**src/rtl/pool_pkg.sv**
```systemverilog
// Shared types and defaults for the pooling window scheduler.
// Optional argmax tracking is enabled by defining POOL_ARGMAX_EN.
package pool_pkg;

    typedef enum logic [1:0] {
        IDLE   = 2'd0,
        ACCUM  = 2'd1,
        EMIT   = 2'd2,
        FINISH = 2'd3
    } pool_state_e;

    localparam int POOL_WINDOW_SIZE = 32'sd4;
    localparam int POOL_DATA_WIDTH  = 32'sd32;

    // Bits needed to count the elements of one window; never less than one.
    function automatic int pool_elem_w(input int n);
        if (n <= 32'sd2) begin
            return 32'sd1;
        end else begin
            return $clog2(n);
        end
    endfunction

endpackage

```
**src/rtl/pool_cmp_max.sv**
```systemverilog
// Combinational signed maximum of two operands; take_b flags b strictly greater.
module pool_cmp_max #(
    parameter int DATA_WIDTH = 32
) (
    input  logic [DATA_WIDTH-1:0] a,
    input  logic [DATA_WIDTH-1:0] b,
    output logic [DATA_WIDTH-1:0] max_o,
    output logic                  take_b
);

    // Strict compare so that ties keep the earlier (a) operand.
    always_comb begin
        take_b = 1'b0;
        max_o  = a;
        if ($signed(b) > $signed(a)) begin
            take_b = 1'b1;
            max_o  = b;
        end else begin
            take_b = 1'b0;
            max_o  = a;
        end
    end

endmodule

```
**src/rtl/pool_window_sched.sv**
```systemverilog
// Time-shared max-pooling sequencer: folds WINDOW_SIZE^2 streamed elements per window
// through one comparator and emits one result per window. POOL_ARGMAX_EN adds out_index.
module pool_window_sched
    import pool_pkg::*;
#(
    parameter int WINDOW_SIZE = POOL_WINDOW_SIZE,
    parameter int DATA_WIDTH  = POOL_DATA_WIDTH,
    parameter int CNT_WIDTH   = 16
) (
    input  logic                                        clk,
    input  logic                                        reset,
    input  logic                                        start,
    input  logic [CNT_WIDTH-1:0]                        num_windows,
    input  logic                                        in_valid,
    output logic                                        in_ready,
    input  logic [DATA_WIDTH-1:0]                       in_data,
    output logic                                        out_valid,
    input  logic                                        out_ready,
    output logic [DATA_WIDTH-1:0]                       out_data,
`ifdef POOL_ARGMAX_EN
    output logic [$clog2(WINDOW_SIZE*WINDOW_SIZE)-1:0] out_index,
`endif
    output logic                                        busy,
    output logic                                        done
);

    localparam int N  = WINDOW_SIZE * WINDOW_SIZE;
    localparam int EW = pool_elem_w(N);

    localparam logic [EW-1:0]         ELEM_ZERO = {EW{1'b0}};
    localparam logic [EW-1:0]         ELEM_ONE  = {{(EW-1){1'b0}}, 1'b1};
    localparam logic [EW-1:0]         LAST_ELEM = EW'(N - 1);
    localparam logic [CNT_WIDTH-1:0]  WIN_ZERO  = {CNT_WIDTH{1'b0}};
    localparam logic [CNT_WIDTH-1:0]  WIN_ONE   = {{(CNT_WIDTH-1){1'b0}}, 1'b1};
    localparam logic [DATA_WIDTH-1:0] DATA_ZERO = {DATA_WIDTH{1'b0}};

    pool_state_e           state_q, state_d;
    logic [CNT_WIDTH-1:0]  num_q, num_d;
    logic [CNT_WIDTH-1:0]  win_q, win_d;
    logic [EW-1:0]         elem_q, elem_d;
    logic [DATA_WIDTH-1:0] acc_q, acc_d;
    logic                  in_ready_q, in_ready_d;
    logic                  out_valid_q, out_valid_d;
    logic                  busy_q, busy_d;
    logic                  done_q, done_d;
`ifdef POOL_ARGMAX_EN
    logic [EW-1:0]         idx_q, idx_d;
`endif

    logic [DATA_WIDTH-1:0] cmp_max_s;
    logic                  take_b_s;
    logic                  in_hs_s;

    pool_cmp_max #(
        .DATA_WIDTH (DATA_WIDTH)
    ) u_cmp (
        .a      (acc_q),
        .b      (in_data),
        .max_o  (cmp_max_s),
        .take_b (take_b_s)
    );

    assign in_hs_s = in_valid && in_ready_q;

    // Next-state, counter, accumulator and registered-output decode.
    always_comb begin
        state_d = state_q;
        num_d   = num_q;
        win_d   = win_q;
        elem_d  = elem_q;
        acc_d   = acc_q;
`ifdef POOL_ARGMAX_EN
        idx_d   = idx_q;
`endif
        case (state_q)
            IDLE: begin
                if (start) begin
                    num_d  = num_windows;
                    win_d  = WIN_ZERO;
                    elem_d = ELEM_ZERO;
                    if (num_windows == WIN_ZERO) begin
                        state_d = FINISH;
                    end else begin
                        state_d = ACCUM;
                    end
                end else begin
                    state_d = IDLE;
                end
            end
            ACCUM: begin
                if (in_hs_s) begin
                    // Element 0 seeds the window; later ones only win on strictly greater.
                    if (elem_q == ELEM_ZERO) begin
                        acc_d = in_data;
`ifdef POOL_ARGMAX_EN
                        idx_d = ELEM_ZERO;
`endif
                    end else if (take_b_s) begin
                        acc_d = cmp_max_s;
`ifdef POOL_ARGMAX_EN
                        idx_d = elem_q;
`endif
                    end else begin
                        acc_d = acc_q;
                    end
                    if (elem_q == LAST_ELEM) begin
                        elem_d  = ELEM_ZERO;
                        state_d = EMIT;
                    end else begin
                        elem_d  = elem_q + ELEM_ONE;
                        state_d = ACCUM;
                    end
                end else begin
                    state_d = ACCUM;
                end
            end
            EMIT: begin
                if (out_ready) begin
                    win_d = win_q + WIN_ONE;
                    if (win_d == num_q) begin
                        state_d = FINISH;
                    end else begin
                        elem_d  = ELEM_ZERO;
                        state_d = ACCUM;
                    end
                end else begin
                    state_d = EMIT;
                end
            end
            FINISH: begin
                state_d = IDLE;
            end
            default: begin
                state_d = IDLE;
            end
        endcase

        in_ready_d  = (state_d == ACCUM);
        out_valid_d = (state_d == EMIT);
        busy_d      = (state_d != IDLE);
        done_d      = (state_d == FINISH);
    end

    // State, datapath and output registers with synchronous reset.
    always_ff @(posedge clk) begin
        if (reset) begin
            state_q     <= IDLE;
            num_q       <= WIN_ZERO;
            win_q       <= WIN_ZERO;
            elem_q      <= ELEM_ZERO;
            acc_q       <= DATA_ZERO;
            in_ready_q  <= 1'b0;
            out_valid_q <= 1'b0;
            busy_q      <= 1'b0;
            done_q      <= 1'b0;
`ifdef POOL_ARGMAX_EN
            idx_q       <= ELEM_ZERO;
`endif
        end else begin
            state_q     <= state_d;
            num_q       <= num_d;
            win_q       <= win_d;
            elem_q      <= elem_d;
            acc_q       <= acc_d;
            in_ready_q  <= in_ready_d;
            out_valid_q <= out_valid_d;
            busy_q      <= busy_d;
            done_q      <= done_d;
`ifdef POOL_ARGMAX_EN
            idx_q       <= idx_d;
`endif
        end
    end

    assign in_ready  = in_ready_q;
    assign out_valid = out_valid_q;
    assign out_data  = acc_q;
    assign busy      = busy_q;
    assign done      = done_q;
`ifdef POOL_ARGMAX_EN
    assign out_index = idx_q;
`endif

endmodule

```
**config.mk**
```make
export PLATFORM = sky130hd
export DESIGN_NAME = pool_window_sched
export DESIGN_NICKNAME = d
export VERILOG_FILES = /design/src/rtl/pool_pkg.sv /design/src/rtl/pool_cmp_max.sv /design/src/rtl/pool_window_sched.sv
export SDC_FILE = /design/constraint.sdc
export NUM_CORES = 1
export LEC_CHECK = 0
export BUFFER_PORTS_ARGS = -buffer_cell sky130_fd_sc_hd__buf_2
export CAP_MARGIN = 10
export CORE_MARGIN = 2
export CORE_UTILIZATION = 55
export DETAILED_ROUTE_END_ITERATION = 16
export PLACE_DENSITY = 0.83
export SLEW_MARGIN = 20
export SYNTH_ARGS = -nofsm -noshare
export SYNTH_HDL_FRONTEND = slang
export SYNTH_SLANG_ARGS = --single-unit
```
**constraint.sdc**
```tcl
create_clock -name clk -period 3.2 [get_ports clk]
set_input_delay 0.16 -clock clk [delete_from_list [all_inputs] [get_ports clk]]
set_output_delay 0.16 -clock clk [all_outputs]
set_load 0.005 [all_outputs]
```
# After elaboration in Yosys (flattened, before gate mapping)
# Cells that the tools add are included.
[word_totals]
ff_bits = 74
output_inout_bits = 36
[classes]
add_sub_neg = 2
n_lt_le_gt_ge = 1
n_eq_ne = 12
muxes = 20
reduce_logical = 13
[ops]
columns = ["cell", "n"]
rows = [
  ["two-way mux 32 bit", 3],
  ["> comparator 32 bit", 1],
  ["two-way mux 16 bit", 2],
  ["one-hot mux 16 bit (2 select lines)", 1],
  ["two-way mux 4 bit", 5],
  ["adder 16 x 1 -> 16 bit (second input constant)", 1],
  ["== test 16 bit", 1],
  ["logical NOT 16 bit", 1],
  ["two-way mux 2 bit", 6],
  ["one-hot mux 4 bit (3 select lines)", 1],
  ["== test 2 bit (second input constant)", 4],
  ["inequality test 2 bit (second input constant)", 4],
  ["one-hot mux 2 bit (4 select lines)", 1],
  ["nonzero test 2 bit", 4],
  ["AND reduction 5 bit", 1],
  ["adder 4 x 1 -> 4 bit (second input constant)", 1],
  ["== test 2 x 1 -> 1 bit (second input constant)", 2],
  ["== test 4 bit (second input constant)", 1],
  ["logical NOT 4 bit", 1],
  ["AND reduction 4 bit", 1],
  ["AND reduction 3 bit", 1],
  ["nonzero test 3 bit", 1],
  ["logical NOT 2 bit", 1],
  ["AND reduction 2 bit", 1],
  ["2 further kinds", 2],
]

# Logic depth before layout (Yosys ltp)
# Gate-level depths: netlist of the first run.
[logic_depth]
depth_word = 6
mapped_depth = 10

# Cells and area by module
# From an unflattened synthesis of the first run, not the netlist that was laid out.
[hier_totals]
hier_cells = 858
area_unflattened_um2 = 6372.4
[by_module_without_submodules]
columns = ["mod", "n_inst", "cells_each", "area_per_inst_um2"]
rows = [
  ["pool_window_sched", 1, 438, 3679.8],
  ["pool_cmp_max", 1, 420, 2692.6],
]

# Least setup slack after synthesis of the first run
# Ideal clock, no wire load.
[synth_timing]
kind = "register -> register"
startpoint = "register acc_q[5], in the netlist out_data[5]"
endpoint = "register acc_q[10], in the netlist out_data[10]"
setup_time_ns = 0.070
arrival_time_ns = 2.328
required_ns = 3.130
slack_ns = 0.801
stages_incl_launch_ff = 11
path_buffers = 1
period_less_slack_ns = 2.399
path_cell_list = "dfxtp_1 inv_1 ha_1 a21oi_1 o21ai_1 a221oi_1 nor3b_1 a2111oi_2 clkbuf_1 o21ai_0 a21oi_1"
[synth_via]
elab_chain_cells = 4
word_cells_on_any_way = 5
cone_classes = "1 x order compare; 1 x mux; 3 x reduce/logical"
[synth_lines]
columns = ["element", "line", "text"]
rows = [
  ["start, declared", "pool_window_sched.sv:41", "logic [DATA_WIDTH-1:0] acc_q, acc_d;"],
  ["start signal, assigned", "pool_window_sched.sv:151", "acc_q <= DATA_ZERO;"],
  ["start signal, assigned", "pool_window_sched.sv:164", "acc_q <= acc_d;"],
  ["> comparator 32 bit (*)", "pool_cmp_max.sv:15", "if ($signed(b) > $signed(a)) begin"],
  ["two-way mux 1 bit", "pool_cmp_max.sv:15", ""],
  ["nonzero test 2 bit (no line)", "n/a", ""],
  ["AND reduction 4 bit (no line) (*)", "n/a", ""],
]
# Every way passes the cells marked *; elsewhere a longest branch is shown, timed or not.
# A chain may end at the register's enable or synchronous reset.

# Worst setup path in the final report of the first run
[layout_timing]
startpoint = "register acc_q[27], in the netlist out_data[27]"
endpoint = "register acc_q[31], in the netlist out_data[31]"
# The elaborated chain is that of the path after synthesis.

==> flow_summary.yaml, run 1 <==
run_status:
  status: "complete, no violations"
timing:
  rsz0062_at_grt: "false"
  hold_violations: 0
  post-route-period-util_pct: 87.9
  finClkSkew_ns: 0.00808
  fin_ws_ns: 0.387
  worst_hold_slack_ns: 0.0535
  slew_violations: 0
  min_period_ns: 2.81
  tightest_slew_ns: 0.988
  timing.fmax_mhz: 355
  setup_violations: 0
  fin_tns_setup_ns: 0
  relSlewSlack_pct: 34.1
drt:
  vias: 4209
  ant_nets: 0
  drt-pass1-iter-count: 5
  viasPerCell: 5.76
  wire_per_inst_um: 14.4
  drtIter0Drc: 349
  drc: 0
  wl_mm: 10.5
floorplanning:
  core_sq_um: 7730
  pin_count: 89
  start_util_pct: 56.8
  die_y_um: 93.3
  fp.dieW_um: 93.3
  die_area_sq_um: 8710
  num_rows: 32
yosys:
  synth_compound_area_share_pct: 20.4
  syn_area_sq_um: 4390
  synth-simple-area-share_pct: 25.4
  synth-seq-area-share_pct: 33.8
  ys_top_cells_by_area: "dfxtp_1 (34%), ha_1 (10%), a21oi_1 (8.9%), or3b_2 (6.4%), o21ai_0 (5.4%)"
  synth_top_family_by_area: "simple AND/OR/NAND/NOR gates"
  synth_fa_ha_area_share_pct: 9.98
  synthMuxAreaShare_pct: 0
  yosysWarnings: 0
  synth-main-ff-cell: "dfxtp_1"
  synth_xor_area_share_pct: 4.59
  synth_nets: 639
  synth_top_area_share_pct: 33.8
  synth_common_cells: "a21oi_1 (78), dfxtp_1 (74), nand2_1 (60)"
  yosysMostFrequentCell: "a21oi_1"
  netlist_instances: 551
  ys_async_sr_fraction_pct: 0
  synth_cell_types: 50
  postSynthAreaPerCell_sq_um: 7.97
  synth-edff-count: 0
  ys_ff_latch: 74
  synth_top_cell_by_area: "dfxtp_1"
grt:
  first_global_vias: 3820
  grt_max_degree: 51
  grt_pass1_wl_mm: 17.4
  grt-ovfl-total: 0
  track_usage_pct: 24.7
  antenna_found_initial: 0
placement:
  place_ws_ns: 0.400
  gp_congestion: 0.869
  dpl.hpwl_mm: 7.56
  port_buffers: 88
clocking:
  cts_resized: 0
  path_clk_slew_ns: 0.07
  cts_tree: "built"
  cts_buffer_depth: 2
  htreeDepth: 3
  numCtsBuffers: 9
  post_cts_buffers: 0
  hold_buffers: 0
  insertion_delay_ns: 0.35
  root_buffer: "clkbuf_8"
  clock-sinks: 74
hold_path:
  min_path_type: "in2reg"
  worstHoldPathCells: 3
job:
  cap_violations: 0
critical_path:
  cp_slowest_cell: "or3b_2"
  required_ns: 3.47
  critPathKind: "reg2reg"
  crit_fanout: 40
  arrival_ns: 3.09
  cp-end-kind: "flip-flop"
  reg2reg_depth: 9
  path_cells: "inv_1 -> ha_1 -> nand4_1 -> nor4_2 -> nor3b_1 -> a2111oi_4 -> buf_4 -> or3b_2 -> a21oi_1"
  critPathMaxStageDelay_ns: 0.50
  cp-start-kind: "flip-flop"
final_layout:
  final_util_pct: 65.9
  areaGrowthSynthToFinish_pct: 16.0
  multiInputGateArea_sq_um: 2670
  drive_above_1_share_pct: 23.8
  fill_cells: 630
  antenna_cells: 0
  seq_area_sq_um: 1480
  fin_nets: 713
power:
  powerDensity_nw_per_um2: 376
  p_leak_nw: 1.99
  ir_drop_uv: 314
[routing by layer]
metal / track usage [%] / share of wire [%] / routed length (um) / up-vias
met5: 0 / 0 / 0 / -
met4: 8.21 / 1.3 / 132 / 0
met3: 6.20 / 7.9 / 827 / 11
met2: 37.1 / 45 / 4690 / 157
met1: 34.7 / 46 / 4850 / 1936
li1: - / - / - / 2105
[cell families (layout without fill, tap and decap cells)]
| family | Yosys count | in the layout |
|---|---|---|
| buf+inv | 68 | 146 |
| fa+ha+maj | 35 | 35 |
| xor+xnor | 23 | 23 |
| simple gates | 193 | 193 |
| flops | 74 | 74 |
| compound gates | 158 | 158 |
[cell type report]
type	instances	area share, %
sequential	74	29.1
clock inverter	3	0.786
tap	102	2.51
clock buffer	12	2.85
inverter	38	2.80
timing repair buffer	93	9.63
multi-input combinational	409	52.3
[report_power, final]
group          switching [W]  internal, W
logic               0.000134     0.000106
registers          0.0000176     0.000944
clock network       0.000338     0.000375
total               0.000489      0.00142
[placed cells by master (no fill, tap or decap), types with 2 or more instances in the layout]
cell type,Yosys,final
a31oi_1,3,3
nand4_1,8,8
nor4_1,7,7
or3_1,4,4
nor4_2,3,3
nor2_1,28,28
nor3b_1,3,2
o21a_1,2,2
o21ai_0,47,47
xor2_1,5,5
a21oi_1,78,78
nand3b_1,2,2
or3b_2,32,32
nand2b_1,5,5
ha_1,35,35
buf_2,3,88
inv_1,38,38
dfxtp_1,74,74
nor3_1,7,7
clkbuf_8,0,10
a311oi_1,7,7
and2_1,2,2
clkinv_2,0,2
nand2_1,60,60
clkbuf_1,25,2
xnor2_1,18,18
nor2b_1,2,2
and3_1,6,6
o21ai_1,3,3
o211ai_1,2,2
buf_4,0,4
a22oi_1,5,5
a211o_1,2,2
and4_1,2,2
nand3_1,15,15
[sequential cells by signal, indices dropped and copies added, names as in the netlist]
signal     flops
busy           1
done           1
elem_q         4
in_ready       1
num_q         16
out_data      32
out_valid      1
state_q        2
win_q         16
[worst paths after layout]
| check | start | endpoint | slack [ns] |
|---|---|---|---|
| min reg2reg | num_q[3] | num_q[3] | 0.47 |
| max | out_data[27] | out_data[31] | 0.39 |
| max reg2reg | out_data[27] | out_data[31] | 0.39 |
| min | num_windows[5] | num_q[5] | 0.05 |
[per-stage QoR]
step | instances | area (sq um) | power (W)
2_1_floorplan | 551 | 4390 | 0.00113
3_3_place_gp | 716 | 4910 | 0.00121
3_5_place_dp | 716 | 4910 | 0.00122
4_1_cts | 731 | 5090 | 0.00193
5_1_grt | 731 | 5090 | 0.00200
6_report | 731 | 5090 | 0.00191
[worst max-delay path, delay by kind of cell (launching register included)]
| kind | cells | cell delay, ns |
|---|---|---|
| compound gates | 2 | 0.24 |
| simple gates | 4 | 1.52 |
| flops | 1 | 0.36 |
| fa+ha+maj | 1 | 0.30 |
| buf+inv | 2 | 0.31 |
Power figures use the tool's default switching activity.
==> run 2: changes to the inputs <==
--- a/config.mk
+++ b/config.mk
@@ -11,6 +11,7 @@
 export CORE_UTILIZATION = 55
 export DETAILED_ROUTE_END_ITERATION = 16
 export PLACE_DENSITY = 0.83
+export REMOVE_ABC_BUFFERS = 1
 export SLEW_MARGIN = 20
 export SYNTH_ARGS = -nofsm -noshare
 export SYNTH_HDL_FRONTEND = slang
==> run 2 against run 1 <==
  * Sequential cell count is the same
  * Clock skew grew 0.0022 ns
  * First-iteration DRC count shrank 64%
  * Clock power grew 5.8%
  * Largest power group unchanged
  * Critical path depth grew 1
==> flow_summary.yaml, run 2 (synthesis gave the netlist of run 1 again) <==
power:
  p_leak_nw: 2.00
  powerDensity_nw_per_um2: 382
  ir_drop_uv: 233
drt:
  viasPerCell: 5.67
  wl_mm: 10.6
  drc: 0
  drtIter0Drc: 124
  wire_per_inst_um: 14.4
  drt-pass1-iter-count: 4
  ant_nets: 0
  vias: 4163
clocking:
  path_clk_slew_ns: 0.08
  hold_buffers: 0
  cts_buffer_depth: 2
  cts_resized: 0
  root_buffer: "clkbuf_8"
  insertion_delay_ns: 0.36
  htreeDepth: 3
  post_cts_buffers: 0
  cts_tree: "built"
  clock-sinks: 74
  numCtsBuffers: 9
run_status:
  status: "complete, no violations"
timing:
  rsz0062_at_grt: "false"
  min_period_ns: 2.81
  finClkSkew_ns: 0.0103
  tightest_slew_ns: 0.757
  post-route-period-util_pct: 87.7
  relSlewSlack_pct: 49.5
  hold_violations: 0
  fin_tns_setup_ns: 0
  slew_violations: 0
  worst_hold_slack_ns: 0.0527
  timing.fmax_mhz: 356
  setup_violations: 0
critical_path:
  path_cells: "inv_1 -> ha_1 -> nand4_1 -> nor4_2 -> buf_4 -> nor3b_1 -> a2111oi_4 -> buf_4 -> or3b_2 -> a21oi_1"
  cp_common_cell: "buf_4"
  cp-start-kind: "flip-flop"
  path_buf_inv: 3
  required_ns: 3.49
  cp-end-kind: "flip-flop"
  rrSetupSlack_ns: 0.39
  crit_fanout: 64
  crit_family: "simple AND/OR/NAND/NOR gates"
  cp_slowest_cell: "or3b_2"
  arrival_ns: 3.09
  critPathKind: "reg2reg"
  critPathMaxStageDelay_ns: 0.52
  crit_path_start: "out_data[23]"
  timing.rr.start: "out_data[23]"
final_layout:
  layout_commonest_cell: "buf_2"
  instances_no_fill: 734
  antenna_cells: 0
  fill_cells: 653
  fin_area_sq_um: 5110
  areaGrowthSynthToFinish_pct: 16.5
  fin_nets: 715
  final_cell_mix: "buf_2 (88), a21oi_1 (78), dfxtp_1 (74)"
  largest_reg_flops: 32
  drive_above_1_share_pct: 24.5
job:
  cap_violations: 0
hold_path:
  min_path_type: "in2reg"
  min-delay-start: "num_windows[3]"
floorplanning:
  core_sq_um: 7730
  num_rows: 32
  die_y_um: 93.3
  die_area_sq_um: 8710
  pin_count: 89
  fp.dieW_um: 93.3
  start_util_pct: 56.8
placement:
  placed_area_sq_um: 4910
  gp_congestion: 0.882
  dpl.hpwl_mm: 7.64
  dp.cells: 718
  port_buffers: 88
grt:
  grt_max_degree: 65
  first_global_vias: 3994
  grt_pass1_wl_mm: 17.8
  grt-ovfl-total: 0
  track_usage_pct: 25.0
  antenna_found_initial: 0
-- run 2: final timing paths --
kind | endpoint | cells past startpoint
worst min register to register | num_q[10] | 2
worst max-delay path | out_data[24] | 10
worst min-delay path | num_q[3] | 3
worst max register to register | out_data[24] | 10
-- run 2: worst reg2reg max path: cells and delay by family, from the launching register on --
family                     cells  cell delay (ns)
AOI/OAI and AO/OA              2             0.23
DFF                            1             0.36
and+or+nand+nor                4             1.29
adders and majority gates      1             0.31
buffers and inverters          3             0.52
-- run 2: per-layer routing --
layer  GRT usage, %  up-vias  part of all wire (%)
met5              0        -                     0
met4           9.80        0                   1.9
met2           43.5      109                    48
li1               -     2111                     -
met1           31.5     1928                    45
met3           3.14       15                   5.4
-- run 2: final cells by class --
| cell class | instances | area [sq um] | area share, % |
|---|---|---|---|
| Inverter | 38 | 143 | 2.79 |
| Clock buffer | 11 | 151 | 2.96 |
| Timing Repair Buffer | 95 | 493 | 9.64 |
| Sequential cell | 74 | 1480 | 29.0 |
| Tap cell | 102 | 128 | 2.50 |
| Clock inverter | 5 | 52.6 | 1.03 |
| Multi-Input combinational cell | 409 | 2670 | 52.1 |
-- run 2: power breakdown --
part           switching [W]  internal [W]  total [W]
combinational       0.000135      0.000106   0.000241
clock               0.000356      0.000399   0.000754
sequential         0.0000166      0.000943   0.000960
-- run 2: through the flow --
stage	total power (W)	worst slack, ns	util [%]
3_5_place_dp	0.00122	0.420	63.5
4_1_cts	0.00196	0.399	66.2
5_1_grt	0.00204	0.192	66.2
6_report	0.00196	0.393	66.2
2_1_floorplan	0.00111	-0.678	-
3_3_place_gp	0.00121	0.565	63.5
==> run 3: changes to the inputs <==
--- a/config.mk
+++ b/config.mk
@@ -10,8 +10,9 @@
 export CORE_MARGIN = 2
 export CORE_UTILIZATION = 55
 export DETAILED_ROUTE_END_ITERATION = 16
-export PLACE_DENSITY = 0.83
+export PLACE_DENSITY_LB_ADDON = 0.15
 export REMOVE_ABC_BUFFERS = 1
+export SKIP_CTS_REPAIR_TIMING = 1
 export SLEW_MARGIN = 20
 export SYNTH_ARGS = -nofsm -noshare
 export SYNTH_HDL_FRONTEND = slang
==> run 3 against run 2 <==
  * Routed wire length shrank 2.4%
  * Die area did not move
  * Clock power grew 7.4%
  * Critical path depth down 1
  * Final area is 0.15% higher
  * Non-clock buffer count unchanged
  * Worst hold slack better by 0.0024 ns
==> flow_summary.yaml, run 3 (synthesis gave the netlist of run 1 again) <==
grt:
  first_global_vias: 3904
  antenna_found_initial: 0
  grt.busiest_layer: "met2"
  grt_max_degree: 42
  grt-ovfl-total: 0
  met2_usage_pct: 40.5
  use_met3_pct: 4.03
  met1_usage_pct: 30.6
  grt_pass1_wl_mm: 17.1
  track_usage_pct: 24.2
placement:
  dpl.hpwl_mm: 7.45
  place_ws_ns: 0.364
  gp_congestion: 0.821
  port_buffers: 88
critical_path:
  crit_fanout: 34
  path_buf_inv: 2
  cp-start-kind: "flip-flop"
  critPathMaxStageDelay_ns: 0.50
  cp-end-kind: "flip-flop"
  reg2reg_depth: 9
  arrival_ns: 3.13
  critPathKind: "reg2reg"
  timing.rr.start: "out_data[27]"
  cp_slowest_cell: "or3b_2"
  rr_endpoint: "out_data[29]"
  path_cells: "inv_1 -> ha_1 -> nand4_1 -> nor4_2 -> nor3b_1 -> a2111oi_4 -> buf_4 -> or3b_2 -> a21oi_1"
  rrSetupSlack_ns: 0.35
  required_ns: 3.48
  crit_family: "simple AND/OR/NAND/NOR gates"
final_layout:
  largest_reg_flops: 32
  seq_area_sq_um: 1480
  areaGrowthSynthToFinish_pct: 16.7
  drive_above_1_share_pct: 24.2
  fin_nets: 715
  layout_commonest_cell: "buf_2"
  antenna_cells: 0
  final_cell_mix: "buf_2 (88), a21oi_1 (78), dfxtp_1 (74)"
  final_util_pct: 66.3
  fill_cells: 699
  multiInputGateArea_sq_um: 2660
hold_path:
  worstHoldPathCells: 3
  min_to: "num_q[7]"
  min_path_type: "in2reg"
  min-delay-start: "num_windows[7]"
clocking:
  cts_buffer_depth: 2
  insertion_delay_ns: 0.35
  htreeDepth: 3
  cts_tree: "built"
  numCtsBuffers: 9
  clock-sinks: 74
  root_buffer: "clkbuf_8"
  path_clk_slew_ns: 0.08
floorplanning:
  pin_count: 89
  num_rows: 32
  core_sq_um: 7730
  die_area_sq_um: 8710
  fp.dieW_um: 93.3
  start_util_pct: 56.8
  die_y_um: 93.3
drt:
  wire_per_inst_um: 14.1
  vias: 4207
  drt-pass1-iter-count: 4
  wl_mm: 10.4
  viasPerCell: 5.74
  drtIter0Drc: 154
  ant_nets: 0
  drc: 0
run_status:
  status: "complete, no violations"
timing:
  relSlewSlack_pct: 46.6
  timing.fmax_mhz: 351
  rsz0062_at_grt: "false"
  fin_ws_ns: 0.349
  fin_tns_setup_ns: 0
  tightest_slew_ns: 0.800
  slew_violations: 0
  finClkSkew_ns: 0.0157
  worst_hold_slack_ns: 0.0551
  post-route-period-util_pct: 89.1
  hold_violations: 0
  min_period_ns: 2.85
  setup_violations: 0
power:
  power_w: 0.00201
  ir_drop_uv: 302
  p_leak_nw: 2.00
  powerDensity_nw_per_um2: 392
job:
  cap_violations: 0
## run 3: cell types whose count changed in the layout (fill, tap and decap cells not counted), sizes merged
cell      previous run  this run
clkinvlp             1         0
bufinv               1         2
clkbuf              11        10
## run 3: layer usage
| metal | up-vias | share of wire [%] | routed length (um) |
|---|---|---|---|
| li1 | 2112 | - | - |
| met1 | 1967 | 47 | 4860 |
| met2 | 108 | 46 | 4760 |
| met3 | 20 | 4.7 | 490 |
| met4 | 0 | 2.3 | 240 |
| met5 | - | 0 | 0 |
## run 3: worst max path at each step
stage                             from            to  slack (ns)  cells after the start
final                     out_data[27]  out_data[29]        0.35                      9
after global routing      out_data[27]  out_data[13]        0.21                      9
after CTS                 out_data[27]  out_data[27]        0.34                      9
after detailed placement  out_data[27]  out_data[27]        0.36                      9
after global placement    out_data[27]  out_data[19]        0.55                      9
after floorplan            out_data[5]   out_data[0]       -0.68                      9
## run 3: per-stage QoR
step | area [sq um] | instances
6_report | 5120 | 733
4_1_cts | 5120 | 733
5_1_grt | 5120 | 733
3_3_place_gp | 4900 | 718
3_5_place_dp | 4900 | 718
2_1_floorplan | 4270 | 521
## run 3: worst register-to-register path, delay by kind of cell, from the launching register on
| kind | cells | cell delay [ns] |
|---|---|---|
| AO/OA/AOI/OAI | 2 | 0.25 |
| AND/OR/NAND/NOR | 4 | 1.56 |
| buffers and inverters | 2 | 0.30 |
| adder cells (fa/ha/maj) | 1 | 0.30 |
| flip-flops | 1 | 0.36 |
## run 3: report_power, final
group	total, W	switching [W]	internal (W)
combinational	0.000238	0.000133	0.000105
sequential	0.000961	0.0000173	0.000943
clock	0.000810	0.000355	0.000455
total	0.00201	0.000505	0.00150
## run 3: layout make-up
type / instances / share of cell area [%]
sequential: 74 / 28.9
clock inverter: 5 / 1.54
timing repair buffer: 95 / 9.63
tap: 102 / 2.49
inverter: 38 / 2.79
clock buffer: 10 / 2.69
multi-input combinational: 409 / 51.9
